File: src/rtl/dt_pkg.sv
// dt_pkg: shared image geometry, FSM states and neighbour offsets for the distance-transform passes
package dt_pkg;
  localparam int DT_IMG_W = 128;
  localparam int DT_IMG_H = 128;
  localparam int DT_OFF_NW = DT_IMG_W + 1;
  localparam int DT_OFF_N  = DT_IMG_W;
  localparam int DT_OFF_NE = DT_IMG_W - 1;
  localparam int DT_OFF_W  = 1;
  typedef enum logic [3:0] {IDLE, RD_C, RD_NW, RD_N, RD_NE, RD_W, CMP, WR, NXT, DONE} dt_state_e;
  // Amount subtracted from the centre address for the pixel read in state s (image width w).
  function automatic int nb_off(input dt_state_e s, input int w);
    return s == RD_NW ? w + 1 : s == RD_N ? w : s == RD_NE ? w - 1 : s == RD_W ? 1 : 0;
  endfunction
endpackage

File: src/rtl/dt_min4.sv
// dt_min4: combinational minimum of four DW-bit values (two-level compare tree)
//   a,b,c,d in DW ; y out DW = min(a,b,c,d)
module dt_min4 #(
  parameter int DW = 8
) (
  input  logic [DW-1:0] a,
  input  logic [DW-1:0] b,
  input  logic [DW-1:0] c,
  input  logic [DW-1:0] d,
  output logic [DW-1:0] y
);
  logic [DW-1:0] ab, cd;
  assign ab = a < b ? a : b;
  assign cd = c < d ? c : d;
  assign y  = ab < cd ? ab : cd;
endmodule

File: src/rtl/dt_forward_pass.sv
// dt_forward_pass: raster-order chessboard distance-transform pass over the res RAM image
//   clk, rstn (async active-low), start (level, sampled in IDLE)
//   res_rd/res_addr/res_di: RAM read, data valid the cycle after the strobe
//   res_wr/res_do: single-cycle RAM write at the shared res_addr
//   fwd_done: held high once the scan completes
//   DT_FWD_STATS_EN: adds obj_cnt, the number of object pixels written
module dt_forward_pass
  import dt_pkg::*;
#(
  parameter int IMG_W = DT_IMG_W,
  parameter int IMG_H = DT_IMG_H,
  parameter int AW    = 14,
  parameter int DW    = 8
) (
  input  logic          clk,
  input  logic          rstn,
  input  logic          start,
  output logic          res_rd,
  output logic [AW-1:0] res_addr,
  input  logic [DW-1:0] res_di,
  output logic          res_wr,
  output logic [DW-1:0] res_do,
  output logic          fwd_done
`ifdef DT_FWD_STATS_EN
  ,
  output logic [AW-1:0] obj_cnt
`endif
);
  localparam int CW = $clog2(IMG_W);
  localparam int RW = AW - CW;
  dt_state_e state, nxt;
  logic [RW-1:0] row;
  logic [CW-1:0] col;
  logic [DW-1:0] nw, n, ne, m, m4;
  logic [AW-1:0] ctr;
  logic last, row_end;
  assign ctr      = {row, col};
  assign row_end  = col == CW'(IMG_W - 2);
  assign last     = row == RW'(IMG_H - 2) && row_end;
  assign fwd_done = state == DONE;
  // W arrives on res_di during CMP, so it feeds the min tree directly.
  dt_min4 #(.DW(DW)) u_min4 (.a(nw), .b(n), .c(ne), .d(res_di), .y(m4));
  always_ff @(posedge clk or negedge rstn) begin
    if (!rstn) begin
      state <= IDLE;
      row   <= RW'(1);
      col   <= CW'(1);
      nw    <= '0;
      n     <= '0;
      ne    <= '0;
      m     <= '0;
    end else begin
      state <= nxt;
      if (state == RD_N) nw <= res_di;
      if (state == RD_NE) n <= res_di;
      if (state == RD_W) ne <= res_di;
      if (state == CMP) m <= m4;
      if (state == NXT && !last) begin
        col <= row_end ? CW'(1) : col + 1'b1;
        if (row_end) row <= row + 1'b1;
      end
    end
  end
  always_comb begin
    nxt      = state;
    res_rd   = 1'b0;
    res_wr   = 1'b0;
    res_do   = '0;
    res_addr = state inside {RD_C, RD_NW, RD_N, RD_NE, RD_W, WR} ? ctr - AW'(nb_off(state, IMG_W)) : '0;
    case (state)
      IDLE:  nxt = start ? RD_C : IDLE;
      RD_C:  begin res_rd = 1'b1; nxt = RD_NW; end
      // res_di holds the centre here; background pixels drop the NW read and skip ahead.
      RD_NW: begin res_rd = |res_di; nxt = |res_di ? RD_N : NXT; end
      RD_N:  begin res_rd = 1'b1; nxt = RD_NE; end
      RD_NE: begin res_rd = 1'b1; nxt = RD_W; end
      RD_W:  begin res_rd = 1'b1; nxt = CMP; end
      CMP:   nxt = WR;
      WR:    begin res_wr = 1'b1; res_do = m + 1'b1; nxt = NXT; end
      NXT:   nxt = last ? DONE : RD_C;
      DONE:  nxt = DONE;
      default: nxt = IDLE;
    endcase
  end
`ifdef DT_FWD_STATS_EN
  always_ff @(posedge clk or negedge rstn) begin
    if (!rstn) obj_cnt <= '0;
    else if (state == WR) obj_cnt <= obj_cnt + 1'b1;
  end
`endif
endmodule
File: config.mk
export PLATFORM = sky130hd
export DESIGN_NAME = dt_forward_pass
export DESIGN_NICKNAME = d
export VERILOG_FILES = /design/src/rtl/dt_pkg.sv /design/src/rtl/dt_min4.sv /design/src/rtl/dt_forward_pass.sv
export SDC_FILE = /design/constraint.sdc
export NUM_CORES = 1
export LEC_CHECK = 0
export BUFFER_PORTS_ARGS = -buffer_cell sky130_fd_sc_hd__buf_4
export CAP_MARGIN = 20
export CORE_ASPECT_RATIO = 1.4
export CORE_MARGIN = 5
export CORE_UTILIZATION = 55
export CTS_CLUSTER_DIAMETER = 120
export DETAILED_ROUTE_END_ITERATION = 7
export HOLD_SLACK_MARGIN = 0.1
export PLACE_DENSITY = 0.83
export RECOVER_POWER = 100
export SYNTH_ARGS = -nofsm -noshare
export SYNTH_HDL_FRONTEND = slang
export SYNTH_SLANG_ARGS = --single-unit
File: constraint.sdc
create_clock -name clk -period 4.05 [get_ports clk]
set_clock_uncertainty 0.1 [all_clocks]
set_input_delay 0.2025 -clock clk [delete_from_list [all_inputs] [get_ports clk]]
set_output_delay 0.2025 -clock clk [all_outputs]
set_load 0.005 [all_outputs]
# [After elaboration in Yosys (flattened, before gate mapping)]
# Cells that the tools add are included.
[totals] mem_count=0 mem_bits_rw=0 inputBits=11 out_inout_bits=25 reg_bits=50 latch_bits=0 wordCells=49 romBits=0
[classes] n_mul=0 n_eq_ne=11 muxes=16 reduce_logical=8 shift=0 order_cmp=3 div=0 n_bitwise=0 n_addsub=4
[ops] operator="$mux W8" n=6
[ops] operator="$pmux W4 S10" n=1
[ops] operator="$lt A8 B8 Y1" n=3
[ops] operator="$eq A4 B3 Y1 const B" n=4
[ops] operator="$add A7 B1 Y7 const B" n=2
[ops] operator="$eq A7 B7 Y1 const B" n=2
[ops] operator="$mux W14" n=1
[ops] operator="$mux W7" n=2
[ops] operator="$sub A14 B8 Y14" n=1
[ops] operator="$add A8 B1 Y8 const B" n=1
[ops] operator="$eq A4 B2 Y1 const B" n=2
[ops] operator="$eq A4 B4 Y1 const B" n=2
[ops] operator="$mux W4" n=2
[ops] operator="$reduce_or A8 Y1" n=1
[ops] operator="$reduce_bool A6 Y1" n=1
[ops] operator="$eq A4 B1 Y1 const B" n=1
[ops] operator="$logic_not A4 Y1" n=1
[ops] operator="$reduce_or A4 Y1" n=1
[ops] operator="$mux W1" n=3
[ops] operator="$logic_and A1 B1 Y1" n=2
[ops] operator="$pmux W1 S2" n=1
[ops] operator="$reduce_and A2 Y1" n=1
[ops] operator="$logic_not A1 Y1" n=1

# [Logic depth before layout (Yosys ltp)]
# Gate-level depths: netlist of the first run.
[logic_depth] depth_word=7 depth_mapped=16 depth_no_buf=14

# [Modules after synthesis]
# A second synthesis of the first run with hierarchy kept.
[hier_totals] hier_cells=381 area_unflattened_um2=3722.3
[by_module_without_submodules] mod="dt_forward_pass" cells_per_inst=283 instances=1 seq_area_each_um2=1253.7 area_each_um2=2901.5
[by_module_without_submodules] mod="dt_min4" cells_per_inst=98 instances=1 seq_area_each_um2=0.0 area_each_um2=820.8

# [Worst setup path after synthesis of the first run]
# No wires, ideal clock.
[synth_timing] kind="reg2out" from="reg state[3]" to="out res_addr[8]" path_buffers=2 setup_slack_ps=480 arrival_time_ps=3268 t_required_ps=3748 path_stages_with_launch=14 cell_sequence="dfrtp_1 -> clkbuf_1 -> nand2b_1 -> nor3_1 -> clkbuf_1 -> inv_1 -> ha_1 -> nor2b_1 -> o21ai_0 -> a21boi_0 -> o21ai_1 -> a21oi_1 -> or4_1 -> a21oi_1"
[synth_between] elab_chain_cells=7 word_cells_on_any_way=13 classes_between="add/sub (1); eq/ne (6); mux (5); reduce/logical (1)"
[synth_lines] element="from (decl)" line="dt_forward_pass.sv:31" source="dt_state_e state, nxt;"
[synth_lines] element="from (signal assigned)" line="dt_forward_pass.sv:53" source="state <= nxt;"
[synth_lines] element="$eq A4 B3 Y1" line="dt_pkg.sv:12, dt_forward_pass.sv:69"
[synth_lines] element="$mux W1" line="dt_pkg.sv:12" source="return s == RD_NW ? w + 1 : s == RD_N ? w : s == RD_NE ? w - 1 : s == RD_W ? 1 : 0;"
[synth_lines] element="$mux W7" line="dt_pkg.sv:12"
[synth_lines] element="$mux W8 (2 in series)" line="dt_pkg.sv:12"
[synth_lines] element="$sub A14 B8 Y14" line="dt_forward_pass.sv:69" source="res_addr = state inside {RD_C, RD_NW, RD_N, RD_NE, RD_W, WR} ? ctr - AW'(nb_off(state, IMG_W)) : '0;"
[synth_lines] element="$mux W14 (*)" line="dt_forward_pass.sv:69"
[synth_lines] element="to (decl)" line="dt_forward_pass.sv:19" source="output logic [AW-1:0] res_addr,"
# Mark *: on every way between the ends. The rest lies on a longest branch, timed or not.

# [Final worst setup path of the first run]
[layout_timing] from="reg state[1]" to="out res_addr[10]"
# Same word-level chain as after synthesis.

==> metrics.md, run 1 <==
| Metric | Value |
|---|---|
| Routed Antenna Nets | 0 |
| Cell Pwr Density | 942 mW/mm^2 |
| Fraction of registers with async set/reset | 1.00 |
| Setup CP Type | reg2out |
| Die height | 108 um |
| Antenna violations before repair | 0 |
| Area after DPL | 0.00413 sq mm |
| CP Max Fanout | 9 |
| GRT Total Usage | 0.203 |
| Clock share of power | 0.087 |
| Post-Route WL | 8220 um |
| M1 WL | 3510 um |
| Setup TNS | 0 ns |
| Final HPWL DP | 6180 um |
| Crit path from | state[1]$_DFF_PN0_ |
| Status | complete, but fails checks |
| Largest net degree at the start of global routing | 51 |
| Register area share after synthesis | 0.331 |
| Setup violations, final | 0 |
| Pre-CTS setup slack | 0.372 ns |
| Unrepaired setup endpoints after global routing | false |
| R2R depth | 11 |
| PnR worst setup slack | 0.238 ns |
| Prevailing post-synth register cell | dfrtp_1 |
| Psw | 0.00178 W |
| Hold Crit Class | in2reg |
| R2r setup slk | 0.43 ns |
| DR vias | 3,148 |
| Row count | 35 |
| Relative slew margins | -0.819 |
| # clock sinks | 50 |
| Die area | 0.00867 sq mm |
| Routed length on met2 | 4300 um |
| Sw frac | 0.436 |
| CP required | 3.75 ns |
| Leakage power total | 2.02 nW |
| Worst skew pair latency | 0.31 ns |
| Peak supply drop | 0.532 mV |
| Reg-to-Reg End | m[1]$_DFFE_PN0P_ |
| Fin nets | 500 |
| Max Slew Vio Count | 51 |
| Vias/cell | 5.76 |
| Int Pwr | 0.00230 W |
| Die width | 80.2 um |
| Layout overhead on the synthesized area | 14.2% |
| Mapped cell area | 0.00379 sq mm |
| Fraction of layout cells with a size suffix above 1 | 0.198 |
| First-pass GRT wire length | 14,200 um |
| Max_cap viols | 1 |
| Worst setup EP type | output port |
| CTS tree | built |
| Syn_nets | 457 |
| Average size of a mapped cell | 9.22 sq um |
| Ys Warns | 0 |
| Highest routed layer | met4 |
| Yosys reg bits | 50 |
| Initial DRC count | 154 |
| Period utilization | 0.941 |
| Total grt overflow | 0 |
| Worst Tran Pin Value | 2.73 ns |
| Drc violations | 0 |
| Unique cell type count in the Yosys netlist | 55 |
| Failing checks | capacitance limit, slew limit |
| Final Hold Vio Count | 0 |
| Startpoint Class | register |
| Syn Inst Count | 411 |
| Root buffer cell | clkbuf_8 |
| Met3 WL post-DR | 237 um |
| Comb power frac | 0.694 |
| Pwr Total | 0.00408 W |
| Design area | 0.00433 sq mm |
| Post-CTS setup buffers | 0 |
| Max clock buf depth | 2 |
| Post-route minimum period | 3.81 ns |
| Part of the power in registers | 0.219 |
| Port bufs | 35 |
| N_diodes | 0 |
| Crit path DAT | 3.51 ns |
| CTS buffer count | 5 |
| Core area | 0.00666 sq mm |
| Highest clock rate | 262 MHz |
| Post-synth EDFFs | 0 |
| Initial Utilization | 0.569 |
| Crit path capture | res_addr[10] |
| Filler cell count | 544 |
| Drt first pass iters | 4 |
| WL/cell | 15.0 um |
| Max H-tree Level | 2 |
| # IOs | 36 |
| Gpl congestion | 0.853 |
| Vias in the first global route | 3,084 |
| Reg2Reg Launch Point | nw[7]$_DFFE_PN0P_ |
| Clk slew on worst S/H paths | 0.09 ns |
-- layout make-up --
class,count,area (sq um),area share
Clock buffer,6,72.6,0.0168
Sequential cell,50,1260,0.290
Multi-Input combinational cell,321,2370,0.547
Clock inverter,2,37.5,0.00868
Inverter,28,105,0.0243
Tap cell,92,115,0.0266
Timing Repair Buffer,48,372,0.0859
-- worst max-delay path: stages, from the launching register on --
cell and delay, ns:
dfrtp_2 0.45, inv_1 0.15, or3_1 0.37, a21oi_1 0.20, ha_1 0.22, fa_1 0.19
nor2b_1 0.05, o21ai_0 0.22, a21boi_0 0.17, o21ai_1 0.19, a21oi_1 0.18, or4_1 0.49
a21oi_1 0.16, clkbuf_4 0.15
-- sequential cells by signal, summed over array words and instances (netlist names) --
name,cells
state,4
m,8
nw,8
col,7
n,8
ne,8
row,7
-- worst min path at each step --
| stage | slack (ns) | endpoint | cells past startpoint | startpoint |
|---|---|---|---|---|
| final | 0.11 | state[0]$_DFF_PN0_ | 3 | start |
| after detailed placement | 0.17 | col[1]$_DFFE_PN0P_ | 1 | rstn |
| after global routing | 0.17 | state[0]$_DFF_PN0_ | 3 | start |
| after global placement | 0.17 | col[1]$_DFFE_PN0P_ | 1 | rstn |
| after CTS | 0.10 | state[0]$_DFF_PN0_ | 3 | start |
| after floorplan | -0.19 | col[1]$_DFFE_PN0P_ | 0 | rstn |
-- kinds of logic after synthesis --
| family | count (synthesis) | share of synthesized area |
|---|---|---|
| compound gates | 91 | 0.170 |
| fa+ha+maj | 35 | 0.118 |
| xor+xnor | 15 | 0.0347 |
| flops | 50 | 0.331 |
| mux | 37 | 0.107 |
| buf+inv | 40 | 0.0446 |
| simple gates | 143 | 0.196 |
-- cells in the mapped netlist (4+ instances only) --
cell type / count / area, sq um
a21boi_1: 6 / 45.0
a21o_1: 5 / 37.5
a21oi_1: 18 / 90.1
and2_1: 4 / 25.0
and3_1: 4 / 25.0
and3b_2: 5 / 50.1
clkbuf_1: 9 / 33.8
dfrtp_1: 48 / 1200
ha_1: 34 / 425
inv_1: 28 / 105
mux2_2: 24 / 270
mux2i_1: 12 / 120
nand2_1: 41 / 154
nand2b_1: 5 / 31.3
nand3_1: 9 / 45.0
nand4_1: 5 / 31.3
nor2_1: 27 / 101
nor2b_1: 5 / 31.3
nor3_1: 8 / 40.0
o21a_1: 4 / 30.0
o21ai_0: 26 / 130
o31ai_1: 11 / 82.6
or2_2: 4 / 25.0
or3_1: 12 / 75.1
xnor2_1: 6 / 52.6
xor2_1: 9 / 78.8
-- power groups by stage --
stage	logic [W]	registers, W	clock network (W)
floorplan	0.00213	0.000816	0
global placement	0.00273	0.000882	0
detailed placement	0.00282	0.000897	0
CTS	0.00287	0.000888	0.000364
global route	0.00315	0.000922	0.000384
finish	0.00283	0.000891	0.000355
-- per-layer routing --
layer | vias up | track usage
met5 | - | 0
met4 | 0 | 0.0725
met3 | 11 | 0.0267
met2 | 46 | 0.361
met1 | 1535 | 0.248
li1 | 1556 | -
-- layout by cell type, fill, tap and decap left out, types with 2 or more instances in the layout --
| master | count |
|---|---|
| dfrtp_1 | 46 |
| nand3_1 | 9 |
| a21boi_0 | 9 |
| nor2_1 | 27 |
| mux2i_1 | 12 |
| or2_2 | 3 |
| or4_1 | 3 |
| and2_1 | 3 |
| nor3_1 | 9 |
| nor4_1 | 3 |
| buf_4 | 19 |
| and3b_1 | 2 |
| o41ai_1 | 3 |
| or3_1 | 12 |
| nand2_1 | 41 |
| clkbuf_8 | 5 |
| and3_1 | 4 |
| mux2_2 | 24 |
| inv_1 | 28 |
| a21oi_1 | 18 |
| and3b_2 | 5 |
| o31ai_2 | 3 |
| clkbuf_4 | 17 |
| clkbuf_1 | 4 |
| xor2_1 | 9 |
| dlygate4sd3_1 | 9 |
| xnor2_1 | 6 |
| nand4_1 | 5 |
| nor2b_1 | 5 |
| ha_1 | 34 |
| o21ai_0 | 26 |
| nand2b_1 | 5 |
| dfrtp_2 | 2 |
| o31ai_1 | 11 |
| a21o_1 | 5 |
| o21a_1 | 3 |
-- metrics by stage --
step           instances  utilization  hold WS [ns]
2_1_floorplan        411            -        -0.193
3_3_place_gp         530        0.621         0.166
3_5_place_dp         530        0.621         0.175
4_1_cts              547        0.651         0.104
5_1_grt              547        0.650         0.173
6_report             547        0.650         0.108
-- repair_timing --
item	CTS	global route
hold buffers	9	0
endpoints found under the setup margin	0	11
hold endpoints to repair	72	0
resized for setup	0	4
No activity file was read; power rests on OpenSTA's default activity.
==> run 2: changes to the inputs <==
--- a/config.mk
+++ b/config.mk
@@ -5,6 +5,7 @@
 export SDC_FILE = /design/constraint.sdc
 export NUM_CORES = 1
 export LEC_CHECK = 0
+export ABC_AREA = 1
 export BUFFER_PORTS_ARGS = -buffer_cell sky130_fd_sc_hd__buf_4
 export CAP_MARGIN = 20
 export CORE_ASPECT_RATIO = 1.4
==> metrics.md, run 2 <==
| Metric | Value |
|---|---|
| Leakage power total | 2.15 nW (was 2.02 nW) |
| Startpoint Class | input pin (was register) |
| Syn_nets | 542 (was 457) |
| Syn Inst Count | 496 (was 411) |
| First-pass GRT wire length | 14,100 um (was 14,200 um) |
| Post-synth top area cell | dfrtp_1 (unchanged) |
| Reg-to-Reg End | m[3]$_DFFE_PN0P_ (was m[1]$_DFFE_PN0P_) |
| Core area | 0.00630 sq mm (was 0.00666 sq mm) |
| Root buffer cell | clkbuf_8 (unchanged) |
| Mapped cell area | 0.00358 sq mm (was 0.00379 sq mm) |
| CP required | 4.19 ns (was 3.75 ns) |
| Fraction of registers with async set/reset | 1.00 (unchanged) |
| Final Hold Vio Count | 0 (unchanged) |
| Reg area | 0.00125 sq mm (was 0.00126 sq mm) |
| Vias/cell | 5.37 (was 5.76) |
| Most common cell after layout, fill and taps aside | nand2_1 (was dfrtp_1) |
| Pwr Total | 0.00360 W (was 0.00408 W) |
| Initial DRC count | 144 (was 154) |
| R2r setup slk | 0.59 ns (was 0.43 ns) |
| Ys Warns | 0 (unchanged) |
| Antenna violations before repair | 0 (unchanged) |
| Post-Route WL | 8150 um (was 8220 um) |
| Highest clock rate | 269 MHz (was 262 MHz) |
| Hold Crit Class | reg2reg (was in2reg) |
| Average size of a mapped cell | 7.22 sq um (was 9.22 sq um) |
| N_diodes | 0 (unchanged) |
| Worst skew pair latency | 0.31 ns (about the same) |
| Layout overhead on the synthesized area | 14.0% (was 14.2%) |
| WL/cell | 13.2 um (was 15.0 um) |
| CTS buffer count | 5 (unchanged) |
| Period utilization | 0.919 (was 0.941) |
| Unrepaired setup endpoints after global routing | false (unchanged) |
| Crit path DAT | 3.86 ns (was 3.51 ns) |
| Prevailing post-synth register cell | dfrtp_1 (unchanged) |
| Max clock buf depth | 2 (unchanged) |
| Hold depth | 2 (was 3) |
| Commonest non-fill, non-tap cells in the layout | nand2_1, inv_1, o21ai_0 (was dfrtp_1, nand2_1, ha_1) |
| CP Max Fanout | 15 (was 9) |
| Drc violations | 0 (unchanged) |
| Gpl congestion | 0.900 (was 0.853) |
| Hold endpoint | m[6]$_DFFE_PN0P_ (was state[0]$_DFF_PN0_) |
| DR vias | 3,324 (was 3,148) |
| GRT Total Usage | 0.209 (was 0.203) |
| Design area | 0.00408 sq mm (was 0.00433 sq mm) |
| Die area | 0.00825 sq mm (was 0.00867 sq mm) |
| Port bufs | 35 (unchanged) |
| Top-area cell type share of the netlist area | 0.335 (was 0.317) |
| Worst hold start | m[6]$_DFFE_PN0P_ (was start) |
| # clock sinks | 50 (unchanged) |
| Row count | 34 (was 35) |
| Register area share after synthesis | 0.350 (was 0.331) |
| Fin nets | 592 (was 500) |
| Post-synth EDFFs | 0 (unchanged) |
| Synth top area cells | dfrtp_1, nand2_1, ha_1 (was dfrtp_1, ha_1, mux2_2) |
| Max H-tree Level | 2 (unchanged) |
| R2R depth | 14 (was 11) |
| Post-route minimum period | 3.72 ns (was 3.81 ns) |
| Final HPWL DP | 6350 um (was 6180 um) |
| Total grt overflow | 0 (unchanged) |
| Area after DPL | 0.00392 sq mm (was 0.00413 sq mm) |
| Filler cell count | 542 (was 544) |
| Die width | 78.2 um (was 80.2 um) |
| Drt first pass iters | 4 (unchanged) |
| Vias in the first global route | 3,276 (was 3,084) |
| Yosys reg bits | 50 (unchanged) |
| Relative slew margins | -0.800 (was -0.819) |
| Fraction of layout cells with a size suffix above 1 | 0.117 (was 0.198) |
| Die height | 105 um (was 108 um) |
| Synth top cells by count | nand2_1, inv_1, o21ai_0 (was dfrtp_1, nand2_1, ha_1) |
| Most common cell in the netlist | nand2_1 (was dfrtp_1) |
| CTS tree | built (unchanged) |
| Status | complete, but fails checks (unchanged) |
| Area of the multi-input gates | 0.00197 sq mm (was 0.00237 sq mm) |
| Largest net degree at the start of global routing | 51 (unchanged) |
| # IOs | 36 (unchanged) |
| Clk slew on worst S/H paths | 0.09 ns (about the same) |
| Max_cap viols | 1 (unchanged) |
| Unique cell type count in the Yosys netlist | 35 (was 55) |
| Setup TNS | 0 ns (unchanged) |
| Routed Antenna Nets | 0 (unchanged) |
| Peak supply drop | 0.651 mV (was 0.532 mV) |
| Failing checks | capacitance limit, slew limit (unchanged) |
| Initial Utilization | 0.569 (about the same) |
| Setup violations, final | 0 (unchanged) |
| Worst Tran Pin Value | 2.70 ns (was 2.73 ns) |
| Setup CP Type | in2reg (was reg2out) |
| Cell Pwr Density | 881 mW/mm^2 (was 942 mW/mm^2) |
| Worst setup EP type | register (was output port) |
| Max Slew Vio Count | 51 (unchanged) |
| Reg2Reg Launch Point | ne[5]$_DFFE_PN0P_ (was nw[7]$_DFFE_PN0P_) |
-- run 2: changes by cell type after synthesis, moves of 11 or more --
cell and delta:
inv_2 +12, or3_1 -12, o31ai_1 -11, mux2i_1 -12
o21ai_0 +25, nor2_1 +12, inv_1 +38, mux2_2 -24
nand3_1 +21, nand2_1 +87
-- run 2: routing by layer --
layer / up-vias / GRT usage / share of wire
li1: 1696 / - / -
met1: 1537 / 0.235 / 0.42
met2: 75 / 0.384 / 0.52
met3: 16 / 0.0333 / 0.035
met4: 0 / 0.0913 / 0.028
met5: - / 0 / 0
-- run 2: through the flow --
step | cells | worst slack, ns | utilization | hold slack (ns)
5_1_grt | 619 | 0.0374 | 0.648 | 0.447
3_3_place_gp | 599 | 0.850 | 0.623 | 0.163
4_1_cts | 617 | 0.415 | 0.654 | 0.375
3_5_place_dp | 599 | 0.756 | 0.623 | 0.169
6_report | 619 | 0.326 | 0.648 | 0.414
2_1_floorplan | 496 | 1.10 | - | -0.193
-- run 2: worst max path at each step --
| stage | start | slack [ns] | depth (start not counted) | endpoint |
|---|---|---|---|---|
| 2_1_floorplan | state[2]$_DFF_PN0_ | 1.10 | 18 | res_addr[9] |
| 3_3_place_gp | res_di[5] | 0.85 | 16 | m[3]$_DFFE_PN0P_ |
| 3_5_place_dp | state[2]$_DFF_PN0_ | 0.76 | 20 | res_addr[9] |
| 4_1_cts | state[2]$_DFF_PN0_ | 0.41 | 20 | res_addr[9] |
| 5_1_grt | res_di[5] | 0.04 | 17 | m[3]$_DFFE_PN0P_ |
| 6_report | res_di[5] | 0.33 | 17 | m[3]$_DFFE_PN0P_ |
-- run 2: logic make-up (layout without fill, tap and decap cells) --
family,after synthesis,in the layout,synth area share
AOI/OAI and AO/OA,89,89,0.132
xor gates and xnor gates,7,7,0.0171
adders and majority gates,35,35,0.124
buffers and inverters,84,135,0.0887
DFF,50,50,0.350
and+or+nand+nor,231,231,0.288
-- run 2: final cells by class --
class | count | area share
clock buffers | 6 | 0.0202
clock inverters | 2 | 0.00306
inverters | 79 | 0.0736
multi-input cells | 362 | 0.482
flip-flops and latches | 50 | 0.307
well taps | 72 | 0.0221
repair buffers | 48 | 0.0916
-- run 2: worst max-delay path, stage by stage --
cell           delay [ns]
dlygate4sd3_1        0.54
clkbuf_4             0.14
inv_1                0.13
ha_1                 0.27
a21oi_1              0.16
nor2_1               0.07
nor3_2               0.13
nand2_1              0.30
o21ai_0              0.40
ha_1                 0.31
a21oi_1              0.14
nor2_1               0.07
a211oi_2             0.55
nand2_4              0.16
nand2_1              0.10
nand3_1              0.09
nand2_1              0.10
-- run 2: power breakdown --
| group | switching, W | internal, W | leakage, nW |
|---|---|---|---|
| Clock | 0.000168 | 0.000138 | 0.0472 |
| Sequential | 0.000144 | 0.000690 | 0.628 |
| Combinational | 0.00149 | 0.000968 | 1.47 |
| Total | 0.00180 | 0.00180 | 2.15 |
-- run 2: timing repair --
item,CTS,global route
hold buffers,10,0
buffers inserted,0,2
hold endpoints to repair,57,0
endpoints found under the setup margin,0,2
gates resized for setup,0,1
